`src/rtl/window_cfg_ctrl.sv`:
```
// Window comparator threshold controller: validates 6-byte UART threshold frames
// and reloads open/close atomically, then evaluates the registered window decision.
module window_cfg_ctrl #(
  parameter int                POS_W     = 11,
  parameter int                TIMEOUT   = 50000,
  parameter logic [POS_W-1:0]  OPEN_RST  = 11'd0,
  parameter logic [POS_W-1:0]  CLOSE_RST = 11'd2047
) (
  input  logic             clk,
  input  logic             rst,
  input  logic [7:0]       rx_data,
  input  logic             rx_valid,
  input  logic [POS_W-1:0] coder,
  output logic [POS_W-1:0] open,
  output logic [POS_W-1:0] close,
  output logic             window,
  output logic             cfg_ok,
  output logic             cfg_err
);

  localparam int CNT_W = $clog2(TIMEOUT + 1);
  localparam logic [CNT_W-1:0] TO_VAL = CNT_W'(TIMEOUT);
  localparam logic [7:0] HDR = 8'hA5;

  typedef enum logic [2:0] {
    IDLE    = 3'd0,
    GOT_HDR = 3'd1,
    GOT_OH  = 3'd2,
    GOT_OL  = 3'd3,
    GOT_CH  = 3'd4,
    GOT_CL  = 3'd5
  } state_t;

  state_t           state_q, state_d;
  logic [CNT_W-1:0] cnt_q, cnt_d;
  logic [POS_W-1:0] open_stg_q, open_stg_d, close_stg_q, close_stg_d;
  logic [7:0]       xor_q, xor_d;
  logic             rsv_q, rsv_d;
  logic [POS_W-1:0] open_q, open_d, close_q, close_d;
  logic             window_q, ok_q, err_q;
  logic             ok_s, err_s, window_s;

  // Strict-compare window rule; open > close selects wrap mode.
  function automatic logic in_window(input logic [POS_W-1:0] pos,
                                     input logic [POS_W-1:0] op,
                                     input logic [POS_W-1:0] cl);
    if (op > cl) begin
      in_window = !((pos > cl) && (pos < op));
    end else begin
      in_window = (pos > op) && (pos < cl);
    end
  endfunction

  // Frame FSM, staging, checksum, reserved flag and inter-byte timeout.
  always_comb begin
    state_d     = state_q;
    open_stg_d  = open_stg_q;
    close_stg_d = close_stg_q;
    xor_d       = xor_q;
    rsv_d       = rsv_q;
    open_d      = open_q;
    close_d     = close_q;
    ok_s        = 1'b0;
    err_s       = 1'b0;
    if (rx_valid) begin
      case (state_q)
        IDLE: begin
          if (rx_data == HDR) begin
            state_d = GOT_HDR;
            xor_d   = 8'h00;
            rsv_d   = 1'b0;
          end else begin
            state_d = IDLE;
          end
        end
        GOT_HDR: begin
          open_stg_d = POS_W'({rx_data[2:0], open_stg_q[7:0]});
          xor_d      = xor_q ^ rx_data;
          rsv_d      = rsv_q | (|rx_data[7:3]);
          state_d    = GOT_OH;
        end
        GOT_OH: begin
          open_stg_d = POS_W'({open_stg_q[10:8], rx_data});
          xor_d      = xor_q ^ rx_data;
          state_d    = GOT_OL;
        end
        GOT_OL: begin
          close_stg_d = POS_W'({rx_data[2:0], close_stg_q[7:0]});
          xor_d       = xor_q ^ rx_data;
          rsv_d       = rsv_q | (|rx_data[7:3]);
          state_d     = GOT_CH;
        end
        GOT_CH: begin
          close_stg_d = POS_W'({close_stg_q[10:8], rx_data});
          xor_d       = xor_q ^ rx_data;
          state_d     = GOT_CL;
        end
        GOT_CL: begin
          state_d = IDLE;
          if ((rx_data == xor_q) && !rsv_q) begin
            open_d  = open_stg_q;
            close_d = close_stg_q;
            ok_s    = 1'b1;
          end else begin
            err_s   = 1'b1;
          end
        end
        default: begin
          state_d = IDLE;
        end
      endcase
    end else if ((state_q != IDLE) && (cnt_q == TO_VAL)) begin
      state_d     = IDLE;
      open_stg_d  = {POS_W{1'b0}};
      close_stg_d = {POS_W{1'b0}};
      err_s       = 1'b1;
    end else begin
      state_d = state_q;
    end
    // The count only runs while a frame is open; any accepted byte restarts it.
    if (rx_valid || (state_d == IDLE)) begin
      cnt_d = {CNT_W{1'b0}};
    end else begin
      cnt_d = cnt_q + CNT_W'(1);
    end
    window_s = in_window(coder, open_q, close_q);
  end

  // State, staging and output registers.
  always_ff @(posedge clk) begin
    if (rst) begin
      state_q     <= IDLE;
      cnt_q       <= {CNT_W{1'b0}};
      open_stg_q  <= {POS_W{1'b0}};
      close_stg_q <= {POS_W{1'b0}};
      xor_q       <= 8'h00;
      rsv_q       <= 1'b0;
      open_q      <= OPEN_RST;
      close_q     <= CLOSE_RST;
      window_q    <= 1'b0;
      ok_q        <= 1'b0;
      err_q       <= 1'b0;
    end else begin
      state_q     <= state_d;
      cnt_q       <= cnt_d;
      open_stg_q  <= open_stg_d;
      close_stg_q <= close_stg_d;
      xor_q       <= xor_d;
      rsv_q       <= rsv_d;
      open_q      <= open_d;
      close_q     <= close_d;
      window_q    <= window_s;
      ok_q        <= ok_s;
      err_q       <= err_s;
    end
  end

  assign open    = open_q;
  assign close   = close_q;
  assign window  = window_q;
  assign cfg_ok  = ok_q;
  assign cfg_err = err_q;

endmodule
```
`config.mk`:
```
export PLATFORM = sky130hd
export DESIGN_NAME = window_cfg_ctrl
export DESIGN_NICKNAME = d
export VERILOG_FILES = /design/src/rtl/window_cfg_ctrl.sv
export SDC_FILE = /design/constraint.sdc
export NUM_CORES = 1
export LEC_CHECK = 0
export CORE_MARGIN = 1.5
export CORE_UTILIZATION = 30
export CTS_CLUSTER_DIAMETER = 100
export DETAILED_ROUTE_END_ITERATION = 6
export DONT_BUFFER_PORTS = 1
export SYNTH_ARGS = -nofsm -noshare
export SYNTH_HDL_FRONTEND = slang
export SYNTH_SLANG_ARGS = --single-unit
export TNS_END_PERCENT = 30
```
`constraint.sdc`:
```
create_clock -name clk -period 1.8 [get_ports clk]
set_input_delay 0.54 -clock clk [delete_from_list [all_inputs] [get_ports clk]]
set_output_delay 0.54 -clock clk [all_outputs]
set_load 0.005 [all_outputs]
```
==> run metrics, run 1 <==
result of the run=completed; crit path setup slack, layout=0.03049 ns; highest-count cells in the layout ignoring fill and taps=nor2_1 (80), dfxtp_1 (63), inv_1 (40); final HPWL from detailed placement=7.325 mm; full die area=0.01389 sq mm; P&R area growth vs syn=22.91%; RSZ-0062 raised after global routing=true; post-layout total power=0.003717 W; worst-case headroom to the max-slew limit=72.97%; number of global-route vias before repair=3292; antenna diode count=0; Clock Tree Root=clkbuf_16; distinct cell type count of the synthesized netlist=46; Worst R2R Setup Slack=0.03 ns; most used flip-flop cell after synthesis=dfxtp_1; cts hold-fix bufs=0; antenna violations before repair=0; clock sinks=75; reg-to-reg startpoint=xor_q[3]$_SDFFE_PP0P_; first-pass iteration count of the detailed router=4; endpoint required time on the critical path=2.02 ns; Worst setup startpoint=xor_q[3]$_SDFFE_PP0P_; Finished Layout Cells=678; top-level I/O count=47; clock buffers created by TritonCTS=9; # rows=41; pin count of the biggest net entering global routing=62; FMAX=565.1 MHz; Critical Path Fanout Max=8; clock latency on the worst-skew pair=0.33 ns; final weighted congestion in routability-driven placement=0.8558; cells on worst reg2reg path=7; fillcell total=1333; kind of start point of the critical path=flop; Worst-path clk slew=0.06 ns; number of synthesized register bits=75; chain of cells forming the critical path=xnor2_2 -> nand4_1 -> nor4_2 -> nand4_1 -> buf_6 -> clkbuf_16 -> a211o_1; uppermost metal layer occupied by signal nets=met4; routed via count divided by cell count=5.038; post-synthesis cell area=0.003959 sq mm; worst hold path class=input pin to flop; share of the cycle needed by the critical path after routing=98.31%; CTS HTree Levels=3; Critical Path Stages=7; nets@finish=558; commonest non-fill, non-tap cell in the layout=nor2_1; Residual DRC=0; routed wl met3=769 microns; residual antenna-violating net count after detailed routing=0; via total after detailed routing=3416; Port Buf Inserts=0; Post-synth EDFFs=0; Clock Skews=0.01067 ns; Seq/Total Area, Yosys=37.93%; shortest period the worst path allows=1.770 ns; die boundary width=117.9 microns; capturing element type of the critical path=flop; starting utilization of the core area=31.12%; Worst Max-Slew Pin Slew=0.4054 ns; detailed-route wire length per cell=14.73 microns; worst vdd rail ir drop=0.3881 mV; PwrDens=764.0 mW/mm^2; slowest stage cell, crit path=dfxtp_2; Yosys warning count=0; routed length on met1=4.681 mm; wire length of the first global-routing pass=16.30 mm; area of the placeable core=0.01272 sq mm; setup TNS=0 ns; per-instance average area after synthesis=8.370 sq um; share of final-layout standard cells stronger than drive strength 1=16.01%; die boundary height=117.9 microns; number of max-slew violations in the final report=0; Static Leakage=1.985 nW; total congestion overflow after global routing=0; buffer levels on the longest clock path=2; crit path DAT=1.99 ns; Buffers & Inverters on Critical Path=2; category of cells accounting for the largest share of critical-path delay=simple AND/OR/NAND/NOR gates; share of the core filled with cells=38.25%; hold violation count in the final report=0; reported max-cap violation count=0; Setup CP Type=flop to flop; Async S/R FF share, synth=0%; total track usage=14.37%; clock tree from TritonCTS=yes; end point of the critical path=close[0]$_SDFFE_PP1P_; Post-Syn Nets=530; number of instances in the synthesized netlist=473; capture point of the worst reg-to-reg path=close[0]$_SDFFE_PP1P_; endpoints failing setup=0; length of routed met2 wiring=4.431 mm; DP Worst Slack=-0.1463 ns; wire length after detailed routing=9.986 mm; maximum single-stage delay on the critical path=0.33 ns; critical path's most frequent cell=nand4_1; DR iter-0 viols=169; cell count after placement=659
## cell usage after synthesis (2+ instances only)
master    count  area share, %
nor2_1       81            7.7
dfxtp_1      75             38
inv_1        40            3.8
ha_1         35             11
a21oi_1      30            3.8
nand3_1      23            2.9
nand2_1      20            1.9
mux2i_1      17            4.3
clkbuf_1     15            1.4
o21ai_0      15            1.9
xnor2_1      13            2.9
a211o_1      12            2.7
nand4_1      11            1.7
xor2_1       10            2.2
a22oi_1       9            1.7
nor3_1        9            1.1
nand3b_1      7            1.3
nor2b_1       5           0.79
buf_2         4           0.51
a21o_1        3           0.57
and2_1        3           0.47
and3_1        3           0.47
nand2b_1      3           0.47
o21ai_1       3           0.38
or4_1         3           0.57
a211oi_1      2           0.38
and4b_1       2           0.51
or3_1         2           0.32
## worst min path at each step
stage	to	from	cells past startpoint	slack, ns
global placement	open_stg_q[0]$_SDFFE_PP0P_	open_stg_q[0]$_SDFFE_PP0P_	2	0.45
finish	cfg_ok$_SDFF_PP0_	rst	1	0.29
detailed placement	open_stg_q[3]$_SDFFE_PP0P_	open_stg_q[3]$_SDFFE_PP0P_	2	0.46
global route	open[8]$_SDFFE_PP0P_	rst	1	0.27
CTS	open[4]$_SDFFE_PP0P_	rst	1	0.27
floorplan	cnt_q[0]$_SDFF_PP0_	cnt_q[0]$_SDFF_PP0_	1	0.44
## routing by layer
layer	vias up	global-route usage, %
li1	1690	-
met1	1625	19.22
met2	95	21.93
met3	6	4.312
met4	0	5.030
met5	-	0
## per-stage QoR
stage | instance area [sq um] | hold slack [ns]
finish | 4866 | 0.2900
global route | 4866 | 0.2718
CTS | 4717 | 0.2705
detailed placement | 4374 | 0.4585
global placement | 4374 | 0.4534
floorplan | 3989 | 0.4418
## sequential cells by signal, indices dropped and copies added, names as in the netlist
register / count
window: 1
open_stg_q: 11
close: 11
cfg_ok: 1
cnt_q: 16
open: 11
state_q: 3
rsv_q: 1
cfg_err: 1
close_stg_q: 11
xor_q: 8
## where the power goes
part	switching, W	internal, W
Combinational	0.0000461	0.0000435
Sequential	0.00000126	0.00166
Clock	0.000671	0.00130
Total	0.000718	0.00300
## cells by family after synthesis
family | count (synthesis) | synth area share, %
and+or+nand+nor | 182 | 22.47
AOI/OAI and AO/OA | 81 | 13.15
adders and majority gates | 35 | 11.06
xor gates and xnor gates | 23 | 5.088
DFF | 75 | 37.93
buffers and inverters | 60 | 6.005
muxes | 17 | 4.298
## what timing repair did
| item | 4_1_cts | 5_1_grt |
|---|---|---|
| resized for setup | 3 | 25 |
| cloned | 0 | 2 |
| pin swaps | 0 | 10 |
| endpoints found under the setup margin | 11 | 39 |
| setup buffers | 0 | 1 |
## layout make-up
cell class,instances,area [sq um],share of cell area [%]
tap,172,215.2,4.423
inverter,40,150.1,3.086
sequential,75,1519,31.22
timing repair buffer,37,341.6,7.020
clock inverter,3,68.82,1.414
clock buffer,13,260.3,5.348
multi-input combinational,338,2311,47.49
Power figures use the tool's default switching activity.
==> run 2: changes to the inputs <==
Settings changed: CTS_BUF_LIST from default to sky130_fd_sc_hd__clkbuf_16.
==> run 2 against run 1 <==
  * Cell area is 0.41% lower
  * Register-to-register slack about the same
  * Wire length decreased by 0.55%
  * Final cell count unchanged
  * Sequential cell count unchanged
  * Power is 2.6% lower
  * Clock power fell by 5%
  * First-iteration DRC count is 11% higher
  * Utilization down 0.16 points
==> run metrics, run 2 (synthesis gave the netlist of run 1 again) <==
P&R area growth vs syn=22.41% (was 22.91%); die boundary height=117.9 microns (unchanged); Critical Path Fanout Max=8 (unchanged); maximum single-stage delay on the critical path=0.33 ns (about the same); fillcell total=1336 (was 1333); pin count of the biggest net entering global routing=62 (unchanged); cell count after placement=659 (unchanged); detailed-route wire length per cell=14.65 microns (was 14.73 microns); reported max-cap violation count=0 (unchanged); share of the cycle needed by the critical path after routing=98.24% (was 98.31%); # rows=41 (unchanged); Clock Skews=0.009803 ns (was 0.01067 ns); crit path setup slack, layout=0.03168 ns (was 0.03049 ns); result of the run=completed (unchanged); total track usage=14.27% (was 14.37%); RSZ-0062 raised after global routing=true (unchanged); DR iter-0 viols=188 (was 169); wire length after detailed routing=9.931 mm (was 9.986 mm); sequential group share of total power=45.9% (was 44.7%); Largest register FFs=16 (unchanged); highest-count cells in the layout ignoring fill and taps=nor2_1 (80), dfxtp_1 (63), inv_1 (42) (was nor2_1 (80), dfxtp_1 (63), inv_1 (40)); clock latency on the worst-skew pair=0.33 ns (about the same); Post-Route Hold Slack=0.2895 ns (was 0.2900 ns); final weighted congestion in routability-driven placement=0.8558 (unchanged); number of global-route vias before repair=3268 (was 3292); post-layout total power=0.003620 W (was 0.003717 W); Port Buf Inserts=0 (unchanged); Residual DRC=0 (unchanged); Setup CP Type=flop to flop (unchanged); via total after detailed routing=3425 (was 3416); proportion of power drawn by combinational gates=2.5% (was 2.4%); nets@finish=558 (unchanged); die boundary width=117.9 microns (unchanged); slowest stage cell, crit path=dfxtp_2 (unchanged); number of max-slew violations in the final report=0 (unchanged); register containing the most flip-flops in the final layout=cnt_q (unchanged); clock buffers created by TritonCTS=9 (unchanged); chain of cells forming the critical path=xnor2_2 -> nand4_1 -> nor4_2 -> nand4_1 -> buf_6 -> clkbuf_16 -> a211o_1 (unchanged); crit path DAT=1.98 ns (was 1.99 ns); PwrDens=747.1 mW/mm^2 (was 764.0 mW/mm^2); worst vdd rail ir drop=0.3765 mV (was 0.3881 mV); CTS HTree Levels=3 (unchanged); starting utilization of the core area=31.12% (unchanged); total congestion overflow after global routing=0 (unchanged); residual antenna-violating net count after detailed routing=0 (unchanged); Psw=0.0007181 W (about the same); switching share of total power=19.84% (was 19.32%); antenna violations before repair=0 (unchanged); FMAX=565.5 MHz (was 565.1 MHz); Clock Tree Root=clkbuf_16 (unchanged); area of the placeable core=0.01272 sq mm (unchanged); DP Worst Slack=-0.1463 ns (unchanged); top-level I/O count=47 (unchanged); Worst-path clk slew=0.06 ns (about the same); final HPWL from detailed placement=7.325 mm (unchanged); internal cell power=0.002902 W (was 0.002999 W); routed via count divided by cell count=5.052 (was 5.038); endpoints failing setup=0 (unchanged); first-pass iteration count of the detailed router=5 (was 4); Static Leakage=1.982 nW (was 1.985 nW); buffer levels on the longest clock path=2 (unchanged); worst-case headroom to the max-slew limit=73.53% (was 72.97%); clock sinks=75 (unchanged); share of final-layout standard cells stronger than drive strength 1=15.61% (was 16.01%); clock tree from TritonCTS=yes (unchanged); worst hold path class=input pin to flop (unchanged); commonest non-fill, non-tap cell in the layout=nor2_1 (unchanged); capturing element type of the critical path=flop (unchanged); full die area=0.01389 sq mm (unchanged); cts hold-fix bufs=0 (unchanged); kind of start point of the critical path=flop (unchanged); wire length of the first global-routing pass=16.20 mm (was 16.30 mm); hold violation count in the final report=0 (unchanged); Worst Max-Slew Pin Slew=0.3970 ns (was 0.4054 ns); critical path's most frequent cell=nand4_1 (unchanged); clock share of power=51.6% (was 52.9%); shortest period the worst path allows=1.768 ns (was 1.770 ns); antenna diode count=0 (unchanged); endpoint required time on the critical path=2.02 ns (about the same); Finished Layout Cells=678 (unchanged)
[run 2: changes by cell type in the layout (fill, tap and decap cells not counted)]
cell	delta
clkbuf_1	-2
clkbuf_8	-2
clkinv_1	+2
inv_1	+2
[run 2: final timing paths]
kind | from | endpoint | slack (ns) | cells after the start
max | xor_q[3]$_SDFFE_PP0P_ | close[0]$_SDFFE_PP1P_ | 0.03 | 7
min | rst | cfg_ok$_SDFF_PP0_ | 0.29 | 1
max reg2reg | xor_q[3]$_SDFFE_PP0P_ | close[0]$_SDFFE_PP1P_ | 0.03 | 7
min reg2reg | open_stg_q[3]$_SDFFE_PP0P_ | open_stg_q[3]$_SDFFE_PP0P_ | 0.47 | 2
[run 2: routing by layer]
metal	wire (microns)	vias up	global-route usage [%]
met5	0	-	0
met1	4713	1624	19.19
met4	116	0	4.726
met3	724	8	4.264
li1	-	1689	-
met2	4376	104	21.78
[run 2: stage by stage]
stage	instance area, sq um	setup TNS [ns]	utilization (%)
2_1_floorplan	3989	-1.497	-
3_3_place_gp	4374	-1.394	34.38
3_5_place_dp	4374	-2.182	34.38
4_1_cts	4698	0	36.93
5_1_grt	4846	-0.2348	38.09
6_report	4846	0	38.09
[run 2: cell type report]
cell class / count / area [sq um] / area share [%]
multi-input cells: 338 / 2311 / 47.69
flip-flops and latches: 75 / 1519 / 31.35
repair buffers: 37 / 341.6 / 7.049
clock buffers: 9 / 225.2 / 4.648
well taps: 172 / 215.2 / 4.441
inverters: 40 / 150.1 / 3.098
clock inverters: 7 / 83.83 / 1.730
[run 2: power by group through the flow]
stage / sequential [W] / clock (W) / combinational [W]
floorplan: 0.00170 / 0 / 0.0000925
global placement: 0.00170 / 0 / 0.0000830
detailed placement: 0.00170 / 0 / 0.0000860
CTS: 0.00166 / 0.00192 / 0.0000873
global route: 0.00166 / 0.00199 / 0.000101
finish: 0.00166 / 0.00187 / 0.0000890
[run 2: repair_timing]
item	in CTS	in global routing
resized for setup	4	24
pin swaps	0	10
buffers inserted	0	1
gates cloned	0	2
endpoints found under the setup margin	12	39
[run 2: critical path: cells and delay by family (launching register included)]
family	cells	cell delay, ns
AO/OA/AOI/OAI	1	0.26
buffers and inverters	2	0.33
flip-flops	1	0.33
XOR/XNOR	1	0.15
AND/OR/NAND/NOR	3	0.58
